`src/rtl/alu_issue_ctrl.sv`:
```
// Purpose: operand-fetch / issue / writeback controller sitting in front of the ALU, with an NREG x n register bank.
// Latency: accept edge to writeback edge is ALU_LAT cycles; peak throughput is one instruction per ALU_LAT+1 cycles.
// Backpressure: instr_ready is low while EXEC is in progress and in any IDLE cycle where a preload (load_en) takes priority.
//
// Ports:
//   clk, rst_n                      clock, async active-low reset
//   load_en/load_addr/load_data     register bank preload (IDLE only, wins over instructions)
//   instr_valid/instr_ready         instruction handshake; instr_op/rd/rs/rt carry the instruction
//   R2, R3, ALUOp                   registered operands and opcode to the ALU
//   R1, overflow_in/zero_in/carry_in  ALU result and flags, sampled at the writeback edge
//   wb_valid/wb_rd/wb_data          one-cycle writeback report
//   overflow/zero/carry             sticky status flags, updated only on writeback
//   busy                            high while in EXEC
//   dbg_addr/dbg_data               combinational debug read port (register 0 reads 0)
module alu_issue_ctrl #(
    parameter int n       = 32,
    parameter int NREG    = 8,
    parameter int AW      = 3,
    parameter int ALU_LAT = 1
) (
    input  logic          clk,
    input  logic          rst_n,
    input  logic          load_en,
    input  logic [AW-1:0] load_addr,
    input  logic [n-1:0]  load_data,
    input  logic          instr_valid,
    output logic          instr_ready,
    input  logic [2:0]    instr_op,
    input  logic [AW-1:0] instr_rd,
    input  logic [AW-1:0] instr_rs,
    input  logic [AW-1:0] instr_rt,
    output logic [n-1:0]  R2,
    output logic [n-1:0]  R3,
    output logic [2:0]    ALUOp,
    input  logic [n-1:0]  R1,
    input  logic          overflow_in,
    input  logic          zero_in,
    input  logic          carry_in,
    output logic          wb_valid,
    output logic [AW-1:0] wb_rd,
    output logic [n-1:0]  wb_data,
    output logic          overflow,
    output logic          zero,
    output logic          carry,
    output logic          busy,
    input  logic [AW-1:0] dbg_addr,
    output logic [n-1:0]  dbg_data
);

    // Counter only needs to hold ALU_LAT-1.
    localparam int             CW       = (ALU_LAT > 1) ? $clog2(ALU_LAT) : 1;
    localparam logic [CW-1:0]  CNT_INIT = CW'(ALU_LAT - 1);
    localparam logic [2:0]     OP_NOP   = 3'b111;

    typedef enum logic {
        IDLE = 1'b0,
        EXEC = 1'b1
    } state_t;

    state_t          state;
    logic [CW-1:0]   cnt;
    logic [AW-1:0]   rd_q;
    logic [n-1:0]    bank [NREG];

    assign busy        = (state == EXEC);
    assign instr_ready = (state == IDLE) && !load_en;
    assign dbg_data    = (dbg_addr == '0) ? '0 : bank[dbg_addr];

    always_ff @(posedge clk or negedge rst_n) begin
        if (!rst_n) begin
            state    <= IDLE;
            cnt      <= '0;
            rd_q     <= '0;
            R2       <= '0;
            R3       <= '0;
            ALUOp    <= '0;
            wb_valid <= 1'b0;
            wb_rd    <= '0;
            wb_data  <= '0;
            overflow <= 1'b0;
            zero     <= 1'b0;
            carry    <= 1'b0;
            for (int i = 0; i < NREG; i++) begin
                bank[i] <= '0;
            end
        end else begin
            // Writeback report is a single-cycle pulse.
            wb_valid <= 1'b0;
            case (state)
                IDLE: begin
                    if (load_en) begin
                        // Register 0 is hardwired to zero; drop writes to it.
                        if (load_addr != '0) begin
                            bank[load_addr] <= load_data;
                        end
                    end else if (instr_valid && (instr_op != OP_NOP)) begin
                        R2    <= bank[instr_rs];
                        R3    <= bank[instr_rt];
                        ALUOp <= instr_op;
                        rd_q  <= instr_rd;
                        cnt   <= CNT_INIT;
                        state <= EXEC;
                    end
                    // An accepted NOP simply completes in IDLE.
                end
                EXEC: begin
                    if (cnt != '0) begin
                        cnt <= cnt - 1'b1;
                    end else begin
                        if (rd_q != '0) begin
                            bank[rd_q] <= R1;
                        end
                        overflow <= overflow_in;
                        zero     <= zero_in;
                        carry    <= carry_in;
                        wb_valid <= 1'b1;
                        wb_rd    <= rd_q;
                        wb_data  <= R1;
                        state    <= IDLE;
                    end
                end
                default: state <= IDLE;
            endcase
        end
    end

endmodule

```
`config.mk`:
```
export PLATFORM = sky130hd
export DESIGN_NAME = alu_issue_ctrl
export DESIGN_NICKNAME = d
export VERILOG_FILES = /design/src/rtl/alu_issue_ctrl.sv
export SDC_FILE = /design/constraint.sdc
export NUM_CORES = 1
export LEC_CHECK = 0
export CAP_MARGIN = 25
export CORE_AREA = 2 2 161 281
export DETAILED_ROUTE_END_ITERATION = 8
export DIE_AREA = 0 0 163 283
export PLACE_DENSITY = 0.68
export SLEW_MARGIN = 20
export SYNTH_ARGS = -nofsm -noshare
export SYNTH_HDL_FRONTEND = slang
export SYNTH_SLANG_ARGS = --single-unit
export TNS_END_PERCENT = 100
```
`constraint.sdc`:
```
create_clock -name clk -period 2 [get_ports clk]
set_clock_uncertainty 0.05 [all_clocks]
set_input_delay 0.2 -clock clk [delete_from_list [all_inputs] [get_ports clk]]
set_output_delay 0.2 -clock clk [all_outputs]
set_load 0.005 [all_outputs]
```
==> impl_metrics.json <==
{
  "status": "complete, but fails checks",
  "yosysTopAreaCellShare": 0.440,
  "via_per_inst": 7.09,
  "num_vias": 19800,
  "fin_cells": 2798,
  "worst-r2r-setup-slack_ps": -40,
  "grt_max_degree": 67,
  "fp.dieH_microns": 283,
  "cts_tree": "yes",
  "power.internal_uw": 20300,
  "dr.pass1.iters": 5,
  "worst_slack_ps": -43.5,
  "finalPower_uw": 29900,
  "fin_crit_sh": 1.02,
  "hold_ws_ps": 159,
  "final_common_cell": "dfrtp_1",
  "tightest_slew_ps": 1070,
  "p_clk_frac": 0.241,
  "crit_buf_inv": 1,
  "placed_cells": 2533,
  "p_per_area_mw_per_mm2": 1080,
  "period_needed_ps": 2040,
  "maxSlewViolCount": 0,
  "area_growth_pct": 32.8,
  "gr-total-overflow": 0,
  "initialDrtViolationCount": 2320,
  "synth-seq-cells": 366,
  "rsz0062_at_grt": "yes",
  "fillerInstances": 3478,
  "io-pin-count": 229,
  "rr_startpoint": "busy",
  "hold_path_class": "in -> async",
  "cts_root_buf": "clkbuf_16",
  "critPathMaxStageDelay_ps": 440,
  "yosysWarnings": 0,
  "crit_slowest_cell": "dfrtp_2",
  "cts-buffers-inserted": 37,
  "h-tree-depth": 2,
  "yosysSeqAreaShare": 0.440,
  "wirelength_microns": 84700,
  "final_cell_mix": "364 x dfrtp_1, 286 x buf_4, 222 x a221o_1",
  "die_area_sq_mm": 0.0461,
  "drc_errors": 0,
  "drv_cap": 0,
  "worstPathMaxFanout": 65,
  "gp_congestion": 0.902,
  "comb_power_share": 0.388,
  "vdd_ir_drop_max_mv": 0.588,
  "core_sq_mm": 0.0440,
  "nNetsFinal": 2286,
  "avgRoutedWirePerCell_microns": 30.3,
  "p_switching_uw": 9640,
  "hold_viol": 0,
  "synth_area_leaders": "dfrtp_1 44%, mux2_2 11%, a221o_1 11%",
  "first_global_vias": 20000,
  "start_kind": "flop",
  "crit_type": "reg -> reg",
  "worstPathRequired_ps": 2380,
  "rows": 102,
  "seqPwrFrac": 0.372,
  "crit_chain": "or3b_4, or2_2, buf_12, o31ai_2",
  "synth_top_cell_by_area": "dfrtp_1",
  "path_clk_slew_ps": 60,
  "ant_nets": 0,
  "antenna_found_initial": 5,
  "rr_endpoint": "R3[14]",
  "grt_pass1_wl_microns": 126000,
  "grt_use_total": 0.362,
  "max_slew_margin": 0.282,
  "finalSetupViolations": 2,
  "portBuffers": 228,
  "p_leak_uw": 0.0130,
  "start_util": 0.472,
  "switching_share": 0.322,
  "place_hpwl_microns": 51200,
  "clockBufferDepth": 3,
  "ys_types": 37,
  "insertion_delay_ps": 550,
  "drive_gt1_frac": 0.341,
  "die_x_microns": 163,
  "r2r_cells": 4,
  "maxClockFrequency_mhz": 489,
  "worstPathArrival_ps": 2420,
  "tns_ps": -46.6,
  "synth_fp_nets": 1932,
  "cts.sinks": 366,
  "synth.avg_cell_area_sq_um": 11.3,
  "cp-end-kind": "flop",
  "postSynthCellCount": 1843,
  "violations": "negative setup slack",
  "crit_family": "simple AND/OR/NAND/NOR gates",
  "syn_area_sq_mm": 0.0208
}
synth_stat cells:
master / count
and4b_1: 3
nor2_1: 6
a21oi_1: 38
buf_1: 45
nand2_1: 5
o31ai_1: 64
a211oi_1: 2
nor3b_1: 1
a22o_1: 64
o22a_1: 2
nor4bb_1: 2
a221oi_1: 31
mux2_2: 202
buf_6: 7
inv_1: 33
a311oi_1: 2
or3b_4: 1
nand3b_1: 1
and2_1: 4
and4_1: 1
nor2b_1: 8
or2_1: 1
a22oi_1: 1
o22ai_1: 64
dfrtp_1: 366
buf_2: 25
and3_1: 219
and3b_1: 2
nor3_1: 4
a221o_1: 222
clkbuf_1: 185
mux2i_1: 128
o21ai_0: 65
mux4_2: 32
and4bb_2: 1
nand2b_1: 5
nand3_1: 1
sequential cells by signal, summed over array words and instances (netlist names), 3 cells and up:
| name | count |
|---|---|
| bank | 256 |
| rd_q | 3 |
| R3 | 32 |
| wb_rd | 3 |
| R2 | 32 |
| wb_data | 32 |
| ALUOp | 3 |
per-stage QoR:
stage	setup WS (ps)	utilization	cell area [sq um]
3_3_place_gp	-144	0.562	24800
2_1_floorplan	112	-	20800
4_1_cts	-74.2	0.623	27400
6_report	-43.5	0.627	27600
3_5_place_dp	-192	0.562	24800
5_1_grt	-39.5	0.627	27600
cell type report:
class / count / area, sq um / share of cell area
timing repair buffer: 577 / 5550 / 0.201
clock inverter: 11 / 138 / 0.00498
clock buffer: 53 / 1060 / 0.0382
sequential: 366 / 9160 / 0.332
tap: 572 / 716 / 0.0259
multi-input combinational: 1182 / 10900 / 0.394
antenna: 4 / 10.0 / 0.000362
inverter: 33 / 124 / 0.00449
worst max path at each step:
| stage | cells after the start | startpoint | slack (ps) | endpoint |
|---|---|---|---|---|
| floorplan | 5 | busy | 110 | rd_q[0] |
| global placement | 5 | load_en | -140 | ALUOp[1] |
| detailed placement | 5 | load_en | -190 | R2[13] |
| CTS | 4 | bank[135] | -70 | dbg_data[7] |
| global route | 4 | busy | -40 | R3[14] |
| finish | 4 | busy | -40 | R3[14] |
what timing repair did:
action / in CTS / in global routing
setup endpoints to repair: 34 / 23
gates resized for setup: 160 / 31
hold endpoints to repair: 144 / 0
cloned: 1 / 0
hold buffers: 1 / 0
setup buffers: 182 / 13
pin swaps: 1 / 4
cells by family (layout without fill, tap and decap cells):
logic type	count (synthesis)	in the layout	synth area share
AO/OA/AOI/OAI	555	555	0.217
flip-flops	366	366	0.440
multiplexers	362	362	0.206
buffers and inverters	295	674	0.0573
AND/OR/NAND/NOR	265	265	0.0800
other	0	4	0
layer usage:
metal | up-vias | global-route usage | routed length [microns]
met2 | 1520 | 0.571 | 39300
li1 | 7991 | - | -
met5 | - | 0 | 12
met1 | 9935 | 0.456 | 30200
met4 | 2 | 0.222 | 6150
met3 | 393 | 0.0688 | 9060
power groups by stage:
stage | sequential (uW) | clock [uW] | combinational, uW
floorplan | 11000 | 0 | 5180
global placement | 11700 | 0 | 8210
detailed placement | 11800 | 0 | 8470
CTS | 11000 | 7220 | 11100
global route | 11300 | 7490 | 12200
finish | 11100 | 7210 | 11600
No activity file was read; power rests on OpenSTA's default activity.
